`src/rtl/ctrl_sequencer.sv`:
```
// ctrl_sequencer: variable-length multi-cycle step sequencer for the MiniSRC control path.
// Fetches an instruction into IR, then walks the decoder-reported number of steps. An
// optional memory step is inserted, and both fetch and memory accesses use an ack
// handshake guarded by a timeout.
// States: IDLE, FETCH, EXEC, MEM, HALT, ERR.
// Optional macro CTRL_SEQ_SSTEP_EN adds iStepMode/iStepGo single-instruction stepping.
// With step mode on, every fetch first parks in IDLE until an iStepGo pulse arrives.
module ctrl_sequencer #(
   parameter int unsigned  DATA_W      = 32,
   parameter int unsigned  MAX_STEPS   = 8,
   parameter int unsigned  MEM_TIMEOUT = 15,
   localparam int unsigned STEP_W      = $clog2(MAX_STEPS)
) (
   input  logic                 iClk,
   input  logic                 nRst,
   input  logic                 iRdy,
   input  logic [DATA_W-1:0]    iMemData,
   input  logic                 iMemAck,
   input  logic [STEP_W:0]      iLen,
   input  logic                 iMemEn,
   input  logic [STEP_W-1:0]    iMemStep,
   input  logic                 iMemWr,
   input  logic                 iHalt,
   input  logic                 iRun,
`ifdef CTRL_SEQ_SSTEP_EN
   input  logic                 iStepMode,
   input  logic                 iStepGo,
`endif
   output logic                 oMemRead,
   output logic                 oMemWrite,
   output logic [DATA_W-1:0]    oIR,
   output logic [DATA_W-1:0]    oMDR,
   output logic [MAX_STEPS-1:0] oStep,
   output logic                 oFetch,
   output logic                 oHalted,
   output logic                 oErr
);

   // Timeout counter only needs to reach MEM_TIMEOUT-1.
   localparam int unsigned TMO_W = (MEM_TIMEOUT > 1) ? $clog2(MEM_TIMEOUT) : 1;

   localparam logic [STEP_W:0]  MIN_LEN  = (STEP_W + 1)'(2);
   localparam logic [STEP_W:0]  MAX_LEN  = (STEP_W + 1)'(MAX_STEPS);
   localparam logic [TMO_W-1:0] TMO_LAST = TMO_W'(MEM_TIMEOUT - 1);

   typedef enum logic [2:0] {
      StIdle,
      StFetch,
      StExec,
      StMem,
      StHalt,
      StErr
   } state_e;

   state_e              state_q, state_d;
   logic [STEP_W-1:0]   stp_q, stp_d;
   logic [TMO_W-1:0]    tmo_q, tmo_d;
   logic [DATA_W-1:0]   ir_q, ir_d;
   logic [DATA_W-1:0]   mdr_q, mdr_d;

   logic [STEP_W:0]     eff_len;
   logic [STEP_W:0]     step_nxt;
   logic                last_step;
   logic                mem_hit;
   logic                tmo_last;
   logic                idle_go;
   state_e              fetch_target;
   logic [MAX_STEPS-1:0] step_oh;

`ifdef CTRL_SEQ_SSTEP_EN
   // In step mode each new instruction parks in IDLE until released by iStepGo.
   assign idle_go      = iStepMode ? iStepGo : iRdy;
   assign fetch_target = iStepMode ? StIdle : StFetch;
`else
   assign idle_go      = iRdy;
   assign fetch_target = StFetch;
`endif

   // Clamp the decoder-reported length into the legal 2..MAX_STEPS range.
   always_comb begin
      if (iLen < MIN_LEN) begin
         eff_len = MIN_LEN;
      end else if (iLen > MAX_LEN) begin
         eff_len = MAX_LEN;
      end else begin
         eff_len = iLen;
      end
   end

   // Step bookkeeping shared by EXEC and MEM; one extra bit so n==MAX_STEPS is representable.
   assign step_nxt  = {1'b0, stp_q} + (STEP_W + 1)'(1);
   assign last_step = (step_nxt >= eff_len);
   // A memory step of 0 or >= L never matches because last_step is tested first.
   assign mem_hit   = iMemEn && (iMemStep != '0) && ({1'b0, iMemStep} == step_nxt);
   assign tmo_last  = (tmo_q == TMO_LAST);
   assign step_oh   = MAX_STEPS'(1) << stp_q;

   // State, step, timeout and capture registers with asynchronous active-low reset.
   always_ff @(posedge iClk or negedge nRst) begin
      if (!nRst) begin
         state_q <= StIdle;
         stp_q   <= '0;
         tmo_q   <= '0;
         ir_q    <= '0;
         mdr_q   <= '0;
      end else begin
         state_q <= state_d;
         stp_q   <= stp_d;
         tmo_q   <= tmo_d;
         ir_q    <= ir_d;
         mdr_q   <= mdr_d;
      end
   end

   // Next-state logic: step advance, memory handshake, timeout and halt handling.
   always_comb begin
      state_d = state_q;
      stp_d   = stp_q;
      tmo_d   = tmo_q;
      ir_d    = ir_q;
      mdr_d   = mdr_q;

      unique case (state_q)
         StIdle: begin
            if (idle_go) begin
               state_d = StFetch;
               stp_d   = '0;
            end
         end

         StFetch: begin
            // iRdy is deliberately ignored while the fetch is outstanding.
            if (iMemAck) begin
               ir_d    = iMemData;
               stp_d   = STEP_W'(1);
               state_d = StExec;
               tmo_d   = '0;
            end else if (tmo_last) begin
               state_d = StErr;
            end else begin
               tmo_d = tmo_q + TMO_W'(1);
            end
         end

         StExec: begin
            if (iRdy) begin
               if (iHalt && (stp_q == STEP_W'(1))) begin
                  state_d = StHalt;
               end else if (last_step) begin
                  state_d = fetch_target;
                  stp_d   = '0;
               end else if (mem_hit) begin
                  state_d = StMem;
                  stp_d   = step_nxt[STEP_W-1:0];
               end else begin
                  stp_d = step_nxt[STEP_W-1:0];
               end
            end
         end

         StMem: begin
            if (iMemAck) begin
               tmo_d = '0;
               if (!iMemWr) begin
                  mdr_d = iMemData;
               end
               if (last_step) begin
                  state_d = fetch_target;
                  stp_d   = '0;
               end else begin
                  state_d = StExec;
                  stp_d   = step_nxt[STEP_W-1:0];
               end
            end else if (tmo_last) begin
               state_d = StErr;
            end else begin
               tmo_d = tmo_q + TMO_W'(1);
            end
         end

         StHalt: begin
            if (iRun) begin
               state_d = StFetch;
               stp_d   = '0;
            end
         end

         StErr: begin
            // Sticky until reset.
         end

         default: begin
            state_d = StIdle;
            stp_d   = '0;
         end
      endcase

      // Every new FETCH/MEM visit starts with a fresh timeout window.
      if (state_d != state_q) begin
         tmo_d = '0;
      end
   end

   // Outputs decoded from registered state; requests fall as soon as reset forces IDLE.
   always_comb begin
      oMemRead  = 1'b0;
      oMemWrite = 1'b0;
      oStep     = '0;
      oFetch    = 1'b0;
      oHalted   = 1'b0;
      oErr      = 1'b0;
      unique case (state_q)
         StFetch: begin
            oMemRead = 1'b1;
            oFetch   = 1'b1;
            oStep    = step_oh;
         end
         StExec: begin
            oStep = step_oh;
         end
         StMem: begin
            oMemRead  = ~iMemWr;
            oMemWrite = iMemWr;
            oStep     = step_oh;
         end
         StHalt: begin
            oHalted = 1'b1;
         end
         StErr: begin
            oErr = 1'b1;
         end
         default: begin
         end
      endcase
   end

   assign oIR  = ir_q;
   assign oMDR = mdr_q;

endmodule

```
`config.mk`:
```
export PLATFORM = sky130hd
export DESIGN_NAME = ctrl_sequencer
export DESIGN_NICKNAME = d
export VERILOG_FILES = /design/src/rtl/ctrl_sequencer.sv
export SDC_FILE = /design/constraint.sdc
export NUM_CORES = 1
export LEC_CHECK = 0
export CAP_MARGIN = 20
export CORE_MARGIN = 2
export CORE_UTILIZATION = 55
export DETAILED_ROUTE_END_ITERATION = 8
export DONT_BUFFER_PORTS = 1
export HOLD_SLACK_MARGIN = 0.03
export PLACE_DENSITY = 0.7
export RECOVER_POWER = 50
export SYNTH_ARGS = -nofsm -noshare
export SYNTH_HDL_FRONTEND = slang
export SYNTH_SLANG_ARGS = --single-unit
```
`constraint.sdc`:
```
create_clock -name iClk -period 5.7 [get_ports iClk]
set_input_delay 1.14 -clock iClk [delete_from_list [all_inputs] [get_ports iClk]]
set_output_delay 1.14 -clock iClk [all_outputs]
set_load 0.1 [all_outputs]
```
# Word-level counts from Yosys, hierarchy flattened
# Cells that the tools add are included.
totals:
  register_bits: 74
  latch_bits: 0
  mem_bits_rw: 0
  rom_bits: 0
  inputBits: 47
  out_inout_bits: 77
  word_cells: 72
  n_memories: 0
classes:
  addsub: 2
  n_mul: 0
  n_div: 0
  order_cmp: 3
  eq_ne: 16
  n_shift: 1
  muxes: 31
  bitwise: 2
  n_reduce_logical: 12
op_table:
  columns: ["operator", "count"]
  rows:
  - ["3-bit two-way mux", 16]
  - ["3-bit one-hot mux with 6 select lines", 2]
  - ["4-bit two-way mux", 6]
  - ["2-bit inequality test (second input constant)", 6]
  - ["8-bit two-way mux", 1]
  - ["1-bit by 3-bit left shift with 8-bit output (first input constant)", 1]
  - ["7-bit AND reduction", 1]
  - ["3-bit by 1-bit == test with 1-bit output (second input constant)", 2]
  - ["3-bit by 2-bit == test with 1-bit output (second input constant)", 2]
  - ["3-bit == test (second input constant)", 2]
  - ["3-bit by 1-bit adder with 4-bit output (second input constant)", 1]
  - ["4-bit by 1-bit adder with 4-bit output (second input constant)", 1]
  - ["3-bit by 4-bit == test with 1-bit output", 1]
  - ["4-bit == test (second input constant)", 1]
  - ["4-bit >= comparator", 1]
  - ["4-bit > comparator (second input constant)", 1]
  - ["4-bit by 2-bit less-than comparator with 1-bit output (second input constant)", 1]
  - ["1-bit two-way mux", 4]
  - ["2-bit AND reduction", 2]
  - ["1-bit logical AND", 3]
  - ["3-bit zero test", 1]
  - ["3-bit by 2-bit inequality test with 1-bit output (second input constant)", 1]
  - ["3-bit inequality test", 1]
  - ["3-bit AND reduction", 1]
  - ["7 further kinds", 8]

# Depth between registers and ports, before layout
# Gate-level depths: netlist of run 1.
logic_depth:
  ltp_word: 11
  depth_mapped: 10
  mapped_depth_nobuf: 10

# Worst setup path before layout of run 1
# No wires, ideal clock.
synth_timing:
  path_type: "reg2out"
  from: "register state_q[1]"
  to: "output oErr"
  t_arrival_ns: 2.768
  required_ns: 4.560
  path_slack_ns: 1.792
  path_stages_with_launch: 4
  n_path_buf: 2
  cell_sequence: "dfrtp_1 buf_2 buf_2 nor3_1"
synth_between:
  elab_chain_len: 2
synth_lines:
  columns: ["element", "line_no", "rtl"]
  rows:
  - ["start: declaration", "55", "state_e state_q, state_d;"]
  - ["start signal: assignment", "101", "state_q <= StIdle;"]
  - ["start signal: assignment", "107", "state_q <= state_d;"]
  - ["3-bit == test", "212", "unique case (state_q)"]
  - ["1-bit two-way mux", "212", null]
  - ["end: declaration", "36", "output logic oErr"]
# Every way passes these cells.

# Worst setup path in the final report of run 1
layout_timing:
  from: "register state_q[0]"
  to: "register tmo_q[2]"
layout_between:
  elab_chain_len: 8
  word_cells_on_any_way: 22
  cone_classes: "eq/ne (7); mux (11); reduce/logical (4)"
layout_lines:
  columns: ["element", "line_no", "rtl"]
  rows:
  - ["3-bit two-way mux", "152", "end else if (mem_hit) begin"]
  - ["3-bit two-way mux", "149", "end else if (last_step) begin"]
  - ["3-bit two-way mux", "147", "if (iHalt && (stp_q == STEP_W'(1))) begin"]
  - ["3-bit two-way mux", "146", "if (iRdy) begin"]
  - ["3-bit one-hot mux with 6 select lines", "123", "unique case (state_q)"]
  - ["3-bit inequality test", "199", "if (state_d != state_q) begin"]
  - ["3-bit by 2-bit inequality test with 1-bit output (no source line) / 2-bit nonzero test (equally long branches)", null, null]
  - ["2-bit AND reduction (no source line)", null, null]
  - ["end signal: assignment", "109", "tmo_q <= tmo_d;"]
  - ["end: declaration", "57", "logic [TMO_W-1:0] tmo_q, tmo_d;"]
# Several ways; a longest one is shown, not always the timed one.
# A chain may end at the register's enable or synchronous reset.

==> metrics.cfg, run 1 <==
[floorplan]
dieArea_um2 = 7100
core_um2 = 6280
rows = 29
die_height_um = 84.3
io_pins = 124
die_x_um = 84.3
initial_core_util = 0.564

[grt]
gr-total-overflow = 0
grt_usage = 0.199
grt_max_degree = 75
grt_pass1_vias = 2194
grt_pass1_wl_um = 11100
grt_antenna_before_repair = 0

[setup_path]
rrSetupSlack_ns = 1.79
critPathKind = register to register
arrival_ns = 4.13
r2r-end = tmo_q[2]
worstPathRequired_ns = 5.92
r2r_start = state_q[0]
startpoint_type = register
r2r_cells = 7
worstSetupEndpointType = register
cp_max_fo = 19

[sta]
skew_ns = 0.00891
rsz0062_at_grt = no
slew_viol_final = 16
tightest_slew_ns = 2.24
period_needed_ns = 3.91
slew_headroom = -0.494
fin_setup_tns_ns = 0
finalHoldViolCount = 0
max_freq_mhz = 256
setup_violations = 0
post-route-period-util = 0.687

[clock_network]
cts_resized = 0
clk_latency_ns = 0.34
clkTransAtPathRegs_ns = 0.08
cts_hold_buf = 0
h-tree-depth = 3
clock-sinks = 74
clock_path_buffers = 2
cts_tree = yes
post_cts_buffers = 0
cts.root.buffer_cell = clkbuf_8
cts_buffers = 9

[placement]
portBuffers = 0
dp.final_hpwl_um = 4900
gp_congestion = 0.849

[routing]
drtAntennaViolNets = 0
wl_per_cell_um = 19.1
first_pass_iters = 4
drc = 0
wl_um = 6900
viasPerCell = 6.09
num_vias = 2200
drtIter0Drc = 121

[outcome]
violations = max-capacitance violations, max-slew violations
status = finished, violations left

[logic_synthesis]
syn_nets = 337
postSynthCellCount = 278
ys_ff_latch = 74
yosysWarnings = 0
postSynthAreaPerCell_um2 = 12.7
seq_area_frac_synth = 0.523
postSynth.asyncResetShare = 1.00
synth-main-ff-cell = dfrtp_1
synthesis.area_um2 = 3540
ys_types = 48
synth-edff-count = 0

[min_path]
hp-class = primary input to async pin

[finish]
mostFrequentLayoutCell = dfrtp_1
final_nets = 339
syn2layout_area_growth_pct = 9.54
final_util = 0.618
layout_common_cells = 74 x dfrtp_1, 57 x mux2_2, 12 x nor2_1, 12 x ha_1
num-fill-cells = 518
drive_gt1_frac = 0.310
antenna_cells = 0

[job]
cap_violations = 1

-- flip-flops by register name, summed over array words and instances (netlist names) --
name     cells
stp_q        3
oIR         32
state_q      3
tmo_q        4
oMDR        32
-- Yosys cell counts (2+ instances only) --
master / instances / area (µm²)
a31oi_1: 3 / 18.8
o21ai_0: 3 / 15.0
dfrtp_1: 74 / 1850
buf_2: 11 / 55.1
ha_1: 12 / 150
mux2_1: 8 / 90.1
and2_1: 2 / 12.5
mux2i_1: 4 / 40.0
a21oi_1: 12 / 60.1
a2111oi_4: 2 / 55.1
nand2b_1: 5 / 31.3
and4b_1: 2 / 20.0
o211ai_1: 2 / 15.0
and3_1: 7 / 43.8
a21o_1: 2 / 15.0
mux2_2: 57 / 642
inv_1: 9 / 33.8
nand3b_1: 2 / 15.0
nand2_1: 11 / 41.3
nor3_1: 7 / 35.0
nand3_1: 4 / 20.0
nor2_1: 13 / 48.8
-- how the worst max path moves through the flow --
stage,from,end,depth (start not counted)
CTS,state_q[0],oMemWrite,2
finish,state_q[0],tmo_q[2],7
detailed placement,state_q[0],oMemWrite,2
global route,state_q[0],tmo_q[0],7
global placement,state_q[0],oMemWrite,2
floorplan,state_q[1],oErr,3
-- per-layer routing --
layer	part of all wire	global-route usage	vias to the layer above	wire, µm
met5	0	0	-	0
li1	-	-	1001	-
met4	0.015	0.0630	0	103
met2	0.49	0.326	109	3380
met3	0.099	0.0875	11	682
met1	0.40	0.238	1079	2740
-- logic make-up after synthesis --
family	Yosys count	share of synthesized area
DFF	74	0.523
and+or+nand+nor	62	0.0989
buffers and inverters	23	0.0293
AOI/OAI and AO/OA	37	0.0862
adders and majority gates	12	0.0424
muxes	69	0.218
xor gates and xnor gates	1	0.00247
-- worst max-delay path, cell delays in order (launching register included) --
cell,delay (ns)
dfrtp_1,0.62
nand2b_1,0.23
nor3b_1,1.77
buf_4,0.52
a21o_1,0.12
a31oi_1,0.05
o2111ai_2,0.37
nor3_2,0.10
-- stage by stage --
stage	instance area (µm²)	hold slack, ns	instances	worst slack, ns
floorplan	3540	0.557	278	1.79
global placement	3660	0.592	346	2.48
detailed placement	3660	0.634	346	2.45
CTS	3890	0.469	361	2.08
global route	3880	0.463	361	1.46
finish	3880	0.486	361	1.79
-- final cells by class --
cell class,instances,area [µm²],area share
sequential,74,1850,0.477
tap,77,96.3,0.0248
multi-input combinational,181,1600,0.412
timing repair buffer,4,65.1,0.0168
inverter,10,37.5,0.00967
clock inverter,5,104,0.0268
clock buffer,10,128,0.0329
Power of run 1 is not shown: default switching activity piles up to over one toggle a cycle in this logic, so the estimate is an artifact.
==> run 2, diff against run 1 <==
==> constraint.sdc (replaced) <==
create_clock -name iClk -period 3.9 [get_ports iClk]
set_input_delay 0.78 -clock iClk [delete_from_list [all_inputs] [get_ports iClk]]
set_output_delay 0.78 -clock iClk [all_outputs]
set_load 0.1 [all_outputs]
==> run 2 against run 1 <==
Effect of this change: flip-flop and latch count is the same; worst hold slack got worse by 0.35 ns; largest cell class unchanged; core utilization is 0.48 points higher; critical path type is now register to output pin; the run now ends clean; routed wire length fell by 2.0%; critical path depth is 4 lower; design area increased by 0.77%; first-iteration DRC count is 27% lower; die area unchanged; via count barely moved; highest routed layer unchanged; global-route usage down 0.84 points.
==> metrics.cfg, run 2 (synthesis gave the netlist of run 1 again) <==
[setup_path]
slowest_stage = nor2b_1
rrSetupSlack_ns = 1.03
worstPathRequired_ns = 3.12
r2r_cells = 7
cp_max_fo = 14
arrival_ns = 2.20
critPathKind = register to output pin
r2r-end = tmo_q[1]
path_cells = nor2b_1 > and3_1 > buf_4
startpoint_type = register
cp_slowest_stage_delay_ns = 0.69
r2r_start = state_q[0]
worstSetupEndpointType = output pin

[routing]
num_vias = 2199
drtIter0Drc = 88
drtAntennaViolNets = 0
wl_per_cell_um = 18.1
wl_um = 6770
first_pass_iters = 4
drc = 0
viasPerCell = 5.88

[sta]
skew_ns = 0.0108
slew_headroom = 0.214
period_needed_ns = 2.98
tightest_slew_ns = 1.18
slew_viol_final = 0
finalHoldViolCount = 0
post-route-period-util = 0.765
fin_setup_tns_ns = 0
max_freq_mhz = 335
setup_violations = 0
rsz0062_at_grt = no

[floorplan]
rows = 29
io_pins = 124
die_height_um = 84.3
die_x_um = 84.3
dieArea_um2 = 7100
core_um2 = 6280
initial_core_util = 0.564

[finish]
layout_common_cells = 74 x dfrtp_1, 57 x mux2_2, 12 x nor2_1, 12 x ha_1, 12 x buf_4
antenna_cells = 0
syn2layout_area_growth_pct = 10.4
mostFrequentLayoutCell = dfrtp_1
final_nets = 351
multi_input_area_um2 = 1600
drive_gt1_frac = 0.333
ff_latch_area_um2 = 1850
num-fill-cells = 496

[clock_network]
clock-sinks = 74
cts_buffers = 9
clock_path_buffers = 2
cts_hold_buf = 0
cts_tree = yes
h-tree-depth = 3
cts_resized = 0
cts.root.buffer_cell = clkbuf_8
post_cts_buffers = 0
clkTransAtPathRegs_ns = 0.08
clk_latency_ns = 0.34

[grt]
met3_usage = 0.0914
grt_antenna_before_repair = 0
grt_max_degree = 75
grt_pass1_vias = 2190
gr-total-overflow = 0
grt.busiest_layer = met2
grt_pass1_wl_um = 10700
grt_use_met1 = 0.233
grt_usage = 0.191
gr-usage-met2 = 0.302

[placement]
gp_congestion = 0.865
dp.final_hpwl_um = 4820
portBuffers = 0

[min_path]
hp-class = primary input to async pin

[outcome]
status = finished clean

[job]
cap_violations = 0

==> run 2: worst max path at each step <==
stage	start	cells after the start	end	slack (ns)
floorplan	state_q[1]	3	oErr	0.35
global placement	iLen[1]	8	tmo_q[3]	1.13
detailed placement	stp_q[0]	10	tmo_q[3]	1.10
CTS	state_q[0]	3	oMemWrite	0.94
global route	state_q[0]	7	tmo_q[1]	0.71
finish	state_q[0]	3	oMemWrite	0.92
==> run 2: metrics by stage <==
step / instance area (µm²) / std cells / util / worst slack (ns) / hold slack, ns
after floorplan: 3540 / 278 / - / 0.352 / 0.484
after global placement: 3750 / 358 / 0.597 / 1.13 / 0.487
after detailed placement: 3750 / 358 / 0.597 / 1.10 / 0.486
after CTS: 3930 / 374 / 0.626 / 0.942 / 0.111
after global routing: 3910 / 374 / 0.623 / 0.710 / 0.106
final: 3910 / 374 / 0.623 / 0.918 / 0.136
==> run 2: worst max-delay path, delay by kind of cell, from the launching register on <==
kind                   cells  cell delay (ns)
and+or+nand+nor            2             0.94
DFF                        1             0.64
buffers and inverters      1             0.29
==> run 2: area by class of cell <==
| class | instances | share of cell area |
|---|---|---|
| timing repair buffer | 16 | 0.0378 |
| inverter | 10 | 0.00960 |
| multi-input combinational | 181 | 0.409 |
| tap | 77 | 0.0246 |
| sequential | 74 | 0.474 |
| clock inverter | 5 | 0.00960 |
| clock buffer | 11 | 0.0362 |
==> run 2: metal layers <==
| layer | wire, µm | vias up |
|---|---|---|
| met5 | 0 | - |
| met4 | 75 | 0 |
| met3 | 653 | 8 |
| met2 | 3280 | 96 |
| met1 | 2760 | 1072 |
| li1 | - | 1023 |
Power of run 2 is left out for the same reason.
